<file path="src/rtl/pipelined_adder_seg.sv">
// rtl/pipelined_adder_seg.sv - segmented carry-ripple pipelined adder, one register stage per segment
// Optional output backpressure (in_ready/out_ready) enabled by PIPE_ADD_STALL_EN.
module pipelined_adder_seg #(
   parameter int WIDTH  = 16,
   parameter int STAGES = 2
) (
   input  logic             clk,
   input  logic             rst,
   input  logic             in_valid,
   input  logic [WIDTH-1:0] n1,
   input  logic [WIDTH-1:0] n2,
   input  logic             cin,
   input  logic             signed_mode,
`ifdef PIPE_ADD_STALL_EN
   input  logic             out_ready,
   output logic             in_ready,
`endif
   output logic             out_valid,
   output logic [WIDTH:0]   sum,
   output logic             overflow
);

   localparam int SEG = WIDTH / STAGES;
   localparam int NR  = (STAGES > 1) ? STAGES - 1 : 1;

   // Inter-stage registers: element k feeds stage k+1. Operands are stored
   // pre-shifted so the next segment to consume always sits in the low bits.
   logic [WIDTH-1:0] a_d [NR];
   logic [WIDTH-1:0] a_q [NR];
   logic [WIDTH-1:0] b_d [NR];
   logic [WIDTH-1:0] b_q [NR];
   logic [WIDTH-1:0] ps_d [NR];
   logic [WIDTH-1:0] ps_q [NR];
   logic             c_d [NR];
   logic             c_q [NR];
   logic             sm_d [NR];
   logic             sm_q [NR];
   logic             v_d [NR];
   logic             v_q [NR];

   logic [WIDTH:0]   sum_d, sum_q;
   logic             ovf_d, ovf_q;
   logic             out_valid_d, out_valid_q;
   logic             adv;

   // Extension bit is the operand sign only in the top segment of a signed add.
   function automatic logic [SEG:0] seg_add(input logic [SEG-1:0] a,
                                            input logic [SEG-1:0] b,
                                            input logic           c,
                                            input logic           ext);
      logic ea, eb;
      ea = ext & a[SEG-1];
      eb = ext & b[SEG-1];
      return {ea, a} + {eb, b} + {{SEG{1'b0}}, c};
   endfunction

`ifdef PIPE_ADD_STALL_EN
   always_comb begin
      adv      = ~(out_valid_q & ~out_ready);
      in_ready = rst | adv;
   end
`else
   always_comb begin
      adv = 1'b1;
   end
`endif

   always_comb begin
      logic [WIDTH-1:0] ca, cb, cps, nps;
      logic             cc, csm, cv;
      logic [SEG:0]     r;
      for (int i = 0; i < NR; i++) begin
         a_d[i]  = '0;
         b_d[i]  = '0;
         ps_d[i] = '0;
         c_d[i]  = 1'b0;
         sm_d[i] = 1'b0;
         v_d[i]  = 1'b0;
      end
      sum_d       = '0;
      ovf_d       = 1'b0;
      out_valid_d = 1'b0;
      ca  = n1;
      cb  = n2;
      cc  = cin;
      csm = signed_mode;
      cv  = in_valid;
      cps = '0;
      r   = '0;
      nps = '0;
      for (int k = 0; k < STAGES; k++) begin
         r   = seg_add(ca[SEG-1:0], cb[SEG-1:0], cc, csm & (k == STAGES - 1));
         nps = cps | (WIDTH'(r[SEG-1:0]) << (k * SEG));
         if (k == STAGES - 1) begin
            sum_d       = {r[SEG], nps};
            ovf_d       = csm ? (r[SEG] ^ nps[WIDTH-1]) : r[SEG];
            out_valid_d = cv;
         end else begin
            a_d[k]  = ca >> SEG;
            b_d[k]  = cb >> SEG;
            c_d[k]  = r[SEG];
            ps_d[k] = nps;
            sm_d[k] = csm;
            v_d[k]  = cv;
            ca  = a_q[k];
            cb  = b_q[k];
            cc  = c_q[k];
            csm = sm_q[k];
            cv  = v_q[k];
            cps = ps_q[k];
         end
      end
   end

   always_ff @(posedge clk) begin
      if (rst) begin
         for (int i = 0; i < NR; i++) begin
            a_q[i]  <= '0;
            b_q[i]  <= '0;
            ps_q[i] <= '0;
            c_q[i]  <= 1'b0;
            sm_q[i] <= 1'b0;
            v_q[i]  <= 1'b0;
         end
         sum_q       <= '0;
         ovf_q       <= 1'b0;
         out_valid_q <= 1'b0;
      end else if (adv) begin
         for (int i = 0; i < NR; i++) begin
            a_q[i]  <= a_d[i];
            b_q[i]  <= b_d[i];
            ps_q[i] <= ps_d[i];
            c_q[i]  <= c_d[i];
            sm_q[i] <= sm_d[i];
            v_q[i]  <= v_d[i];
         end
         out_valid_q <= out_valid_d;
         // Result registers keep the last value across bubbles.
         if (out_valid_d) begin
            sum_q <= sum_d;
            ovf_q <= ovf_d;
         end
      end
   end

   assign out_valid = out_valid_q;
   assign sum       = sum_q;
   assign overflow  = ovf_q;

endmodule

</file>
<file path="config.mk">
export PLATFORM = sky130hd
export DESIGN_NAME = pipelined_adder_seg
export DESIGN_NICKNAME = d
export VERILOG_FILES = /design/src/rtl/pipelined_adder_seg.sv
export SDC_FILE = /design/constraint.sdc
export NUM_CORES = 1
export LEC_CHECK = 0
export ABC_AREA = 1
export CAP_MARGIN = 10
export CORE_AREA = 2 2 70 72
export CTS_CLUSTER_DIAMETER = 60
export DETAILED_ROUTE_END_ITERATION = 7
export DIE_AREA = 0 0 72 74
export GPL_TIMING_DRIVEN = 1
export PLACE_DENSITY = 0.78
export RECOVER_POWER = 50
export SLEW_MARGIN = 15
export SYNTH_ARGS = -nofsm -noshare
export SYNTH_HDL_FRONTEND = slang
export SYNTH_SLANG_ARGS = --single-unit
export TNS_END_PERCENT = 100
</file>
<file path="constraint.sdc">
create_clock -name clk -period 2.05 [get_ports clk]
set_clock_uncertainty 0.1 [all_clocks]
set_input_delay 0.5125 -clock clk [delete_from_list [all_inputs] [get_ports clk]]
set_output_delay 0.5125 -clock clk [all_outputs]
set_load 0.03 [all_outputs]
</file>
==> results.md <==
- Port Buffer Count: 55
- Pwr Density: 752 nW/µm²
- First-iteration detailed-routing DRC count: 104
- Top cell family by delay on the critical path: buffers and inverters
- Wire length of the first global-routing pass: 6960 µm
- Fraction of final layout cells sized beyond drive strength 1: 10.3%
- Cell count after placement: 397
- Most common cell after layout, fill and taps aside: nor2_1
- Post-CTS repair timing setup buffer count: 0
- Die footprint: 5330 µm²
- Setup-violating endpoint count in the final report: 0
- Clock tree root driver cell: clkbuf_8
- Ordered cell list for the critical path: clkdlybuf4s50_1
- CTS tree: built
- Ys Warns: 0
- Fin crit share: 95.1%
- Standard-cell row count: 25
- GRT overflow: 0
- Post-synthesis instance area: 2150 µm²
- Remaining antenna violation count after routing: 0
- Chip width: 72 µm
- Final estimated routing congestion in global placement: 0.815
- Total power consumption of the routed design: 2.23 mW
- Achievable clock frequency: 513 MHz
- Post-synthesis sequential area ratio: 42.9%
- Worst setup SP type: register
- Synth area leaders: dfxtp_1 (43%), nor2_1 (10%), inv_1 (8.4%)
- Initial Util: 46.7%
- Net count of the mapped netlist: 338
- Static Leak: 1.46 nW
- Kind of end point of the critical path: output port
- Number of antenna violations at the first check in global routing: 0
- Worst min-delay path category: register to register
- Detailed Place HPWL: 3260 µm
- Vias/cell: 4.65
- Critical path buffer and inverter count: 1
- Arrival time of data at the critical path endpoint: 1.34 ns
- Floorplan Core Area: 4600 µm²
- Hold_buf cts: 0
- Number of flip-flops and latches in the synthesized netlist: 46
- GRT Resource Usage Total: 16.5%
- Fin util: 64.6%
- Longest individual stage delay on the worst path: 0.68 ns
- Die Height: 74 µm
- CTS Buffer Depth: 2
- Pre-antenna DRT Iters: 4
- Worst hold-check slack: 0.366 ns
- Via count: 1885
- Layout-stage area growth over the synthesis result: 38.2%
- Highest-count cells in the layout ignoring fill and taps: nor2_1 (57), clkdlybuf4s50_1 (51), inv_1 (45), dfxtp_1 (45), nand2_1 (35)
- Status: completed
- Clock tree sinks: 46
- Clk slew on worst S/H paths: 0.09 ns
- Pins over their slew limit: 0
- Mean post-synth cell area: 7.59 µm²
- Finished Layout Cells: 405
- Total clock buffers created by CTS: 5
- Worst supply voltage drop on vdd: 0.000487 V
- Number of antenna repair diodes: 0
- Hold Violations, Final: 0
- Average wire length per cell after detail routing: 10.5 µm
- Worst slew margin relative to its limit: 55.0%
- Final wirelength: 4250 µm
- Clock latency at the later pin of the worst-skew pair: 0.29 ns
- Clock period minus final worst setup slack: 1.95 ns
- Required arrival time at the worst endpoint: 1.44 ns
- DRC Markers: 0
- Master of the slowest instance on the critical path: clkdlybuf4s50_1
- Crit path max fanout: 2
- Largest net degree at the start of global routing: 23
- Via count of the first global-routing pass: 1704
- CP Class: register to output port
- Cell type with the largest total area after synthesis: dfxtp_1
- Synth Instances: 283
- Number of maximum-capacitance constraint violations: 0
- Accumulated negative setup slack: 0 ns
- Area share of the largest cell type after synthesis: 42.9%
- Slew at the pin closest to its max-slew limit: 0.675 ns
- Count of different cell masters after synthesis: 29
- Number of nets in the final layout: 405
- CTS HTree Levels: 2
- Io pins: 56
kinds of logic after synthesis:
logic type                 count (synthesis)  share of synthesized area [%]
AOI/OAI and AO/OA                         47                           11.9
xor gates and xnor gates                   4                           1.63
adders and majority gates                 18                           11.9
buffers and inverters                     55                           10.1
DFF                                       46                           42.9
and+or+nand+nor                          113                           21.5
layer usage:
| metal | up-vias | track usage (%) | share of wire (%) | wire length (µm) |
|---|---|---|---|---|
| met3 | 7 | 3.12 | 4.0 | 171 |
| li1 | 1012 | - | - | - |
| met5 | - | 0 | 0 | 0 |
| met2 | 43 | 29.9 | 49 | 2080 |
| met4 | 0 | 5.24 | 1.7 | 72 |
| met1 | 823 | 19.7 | 45 | 1920 |
synthesized netlist by cell type, drive strengths merged:
cell and n:
a21boi 1, xnor2 2, ha 14, o21bai 1, clkbuf 4, a21oi 19, dfxtp 46, fa 4
inv 48, or2 1, xor2 2, nand3b 1, a221oi 1, nand4 1, o31a 1, nor3 1
o21ai 23, a31oi 1, nor2 58, nand2 40, nand3 11, buf 3
cell type report:
class	count	area [µm²]
flip-flops and latches	46	922
clock inverters	3	68.8
inverters	48	180
repair buffers	67	633
well taps	54	67.6
fillers	389	1630
clock buffers	5	68.8
multi-input cells	182	1030
stage by stage:
stage | instance area [µm²] | setup WS, ns
after floorplan | 2150 | 0.135
after global placement | 2820 | -0.346
after detailed placement | 2820 | -0.412
after CTS | 2960 | 0.00147
after global routing | 2970 | -0.0121
final | 2970 | 0.100
power by group:
group | internal, mW | switching (mW) | total [mW]
clock | 0.488 | 0.305 | 0.793
sequential | 0.958 | 0.0283 | 0.986
combinational | 0.218 | 0.237 | 0.455
total | 1.66 | 0.570 | 2.23
final timing paths:
path         startpoint       end  slack, ns  depth (start not counted)
max              sum[6]    sum[6]       0.10                          1
max reg2reg   a_q[0][0]  overflow       0.13                         13
min reg2reg  ps_q[0][6]    sum[6]       0.37                          2
min          ps_q[0][6]    sum[6]       0.37                          2
flip-flops by register name, summed over array words and instances (netlist names):
register / cells
sum: 17
sm_q: 1
b_q: 8
overflow: 1
v_q: 1
out_valid: 1
c_q: 1
ps_q: 8
a_q: 8
what timing repair did:
action / CTS / global route
resized for setup: 4 / 10
endpoints found under the setup margin: 1 / 5
pin swaps: 2 / 3
endpoints found under the hold margin: 0 / 0
Power figures use the tool's default switching activity.
==> RTL edit (config.mk and constraints unchanged) <==
Change the parameter `WIDTH` from 16 to 18.
--- a/src/rtl/pipelined_adder_seg.sv
+++ b/src/rtl/pipelined_adder_seg.sv
@@ -2,5 +2,5 @@
 // Optional output backpressure (in_ready/out_ready) enabled by PIPE_ADD_STALL_EN.
 module pipelined_adder_seg #(
-   parameter int WIDTH  = 16,
+   parameter int WIDTH  = 18,
    parameter int STAGES = 2
 ) (
Ports: changed (resized n1, n2 and sum); port bits go from 56 to 62. The function was not compared with the original's and may differ.
==> RTL edit against the unedited design <==
First-iteration DRC count shrank 59%. Fmax is 1.9% lower. Synthesized area up 15%. Worst setup slack worse by 0.038 ns. Design area increased by 13%. Wire length rose by 23%. Die area unchanged. Sequential cell count increased by 5. Total power down 0.45%. Final cell count up 15%. Critical endpoint is now sum[12].
==> RTL edit: results (changes against the unedited design) <==
Pwr
  – Peak VDD IR: 0.000366 V (-25%)
  – Leakage power: 1.71 nW (+17%)

Clock tree
  – CTS Buf Count: 5 (unchanged)
  – Reg clk slew, reported paths: 0.09 ns (about the same)
  – Clock tree buffer depth: 2 (unchanged)
  – Clk_lat worst skew: 0.30 ns
  – H-tree level count: 2 (unchanged)
  – Root buf cell: clkbuf_8

Layout
  – Antenna Cells: 0 (unchanged)
  – Share of cells above drive strength 1: 13.7% (+3.4 points)
  – Number of filler cells placed in the layout: 372 (-4.4%)
  – Max reg flops: 19 (+2)
  – Layout Nets: 470 (+16%)

Setup path
  – Slowest cell on the critical path: clkdlybuf4s50_1
  – Max incr delay on CP: 0.69 ns
  – Crit path DAT: 1.37 ns (+0.03 ns)
  – CP top delay family: buffers and inverters
  – Maximum fanout along the worst path: 2 (unchanged)

Route
  – Routed wl met2: 2.66 mm (+28%)
  – Metal3 WL: 230 microns (+35%)
  – DRT iter0 DRCs: 43 (-59%)
  – Met1 Wirelength: 2.26 mm (+17%)
  – Routed wire length: 5.24 mm (+23%)
  – DR vias: 2,266 (+20%)
  – Uppermost layer routed: met4
  – Drt pass-1 iters: 5 (+1)

Yosys
  – Commonest register cell after synthesis: dfxtp_1
  – Post-synthesis area per instance: 7.42 sq um (-2.3%)
  – Net Count, Synth: 394 (+17%)
  – Ys async rst share: 0% (unchanged)
  – Synth top cells by count: 64 x nor2_1, 61 x inv_1, 51 x dfxtp_1
  – Post-synth cell types: 26 (-10%)
  – Top post-synthesis cells by area: dfxtp_1 41%, nor2_1 9.7%, inv_1 9.3%, ha_1 8.1%, nand2_1 7.6%
  – Synth warnings: 0 (unchanged)
  – Sequential area share after synthesis: 41.3% (-1.5 points)

Placement
  – Port Buf Inserts: 61 (+11%)
  – Setup WS pre-CTS: -0.541 ns (-0.129 ns)
  – Placed wire-length estimate: 3.90 mm (+20%)
  – Gp weighted congestion: 0.802 (-1.6%)

GRT
  – Pin count of the biggest net entering global routing: 23 (unchanged)
  – First-pass GRT wire length: 8.90 mm (+28%)
  – Global Route Usage Sum: 21.3% (+4.8 points)
  – Vias in the first global route: 2,227 (+31%)
  – Initial antenna violation count: 0 (unchanged)

Hold path
  – Worst hold path class: register to register

STA
  – Worst slew pin tran: 0.698 ns (+0.0232 ns)

Run status
  – Status: finished, final reports clean
-- RTL edit: kinds of logic (layout without fill, tap and decap cells) --
logic type	count (synthesis)	count (layout)	synth area share [%]
xor+xnor	4	4	1.42
fa+ha+maj	20	20	11.3
buf+inv	72	149	11.9
flops	51	51	41.3
simple gates	140	140	23.9
compound gates	46	46	10.1
-- RTL edit: repair_timing --
action,4_1_cts,5_1_grt
endpoints found under the hold margin,0,0
cloned,0,0
pin swaps,5,5
setup buffers,3,2
setup endpoints to repair,5,6
hold buffers,0,0
gates resized for setup,15,11
-- RTL edit: power by group --
group          switching [W]  leakage (nW)  total (W)  internal [W]
registers          0.0000333         0.423    0.00109       0.00106
logic               0.000282          1.24   0.000537      0.000255
clock network       0.000316        0.0484   0.000593      0.000277
total               0.000631          1.71    0.00222       0.00159
-- RTL edit: cell type report --
cell class,instances,area share [%]
Inverter,63,7.11
Tap cell,54,2.01
Clock inverter,1,0.261
Clock buffer,7,2.57
Timing Repair Buffer,78,21.7
Multi-Input combinational cell,210,35.9
Sequential cell,51,30.4
-- RTL edit: final timing paths --
check / slack [ns] / cells after the start / endpoint / startpoint
max: 0.06 / 1 / sum[12] / sum[12]
min: 0.36 / 2 / sum[5] / ps_q[0][5]
max reg2reg: 0.13 / 15 / overflow / a_q[0][0]
min reg2reg: 0.36 / 2 / sum[5] / ps_q[0][5]
-- RTL edit: per-layer routing --
layer	global-route usage (%)	vias to the layer above
li1	-	1174
met1	24.4	1026
met2	39.0	56
met3	4.74	10
met4	7.76	0
met5	0	-
-- RTL edit: through the flow --
| stage | utilization, % | std cells | area (sq um) | setup TNS, ns | total power [W] |
|---|---|---|---|---|---|
| finish | 73.1 | 464 | 3360 | 0 | 0.00222 |
| global route | 73.1 | 464 | 3360 | -0.0703 | 0.00234 |
| CTS | 72.1 | 462 | 3320 | 0 | 0.00222 |
| detailed placement | 69.2 | 451 | 3180 | -2.64 | 0.00162 |
| global placement | 69.2 | 451 | 3180 | -2.30 | 0.00161 |
| floorplan | - | 333 | 2470 | 0 | 0.00141 |
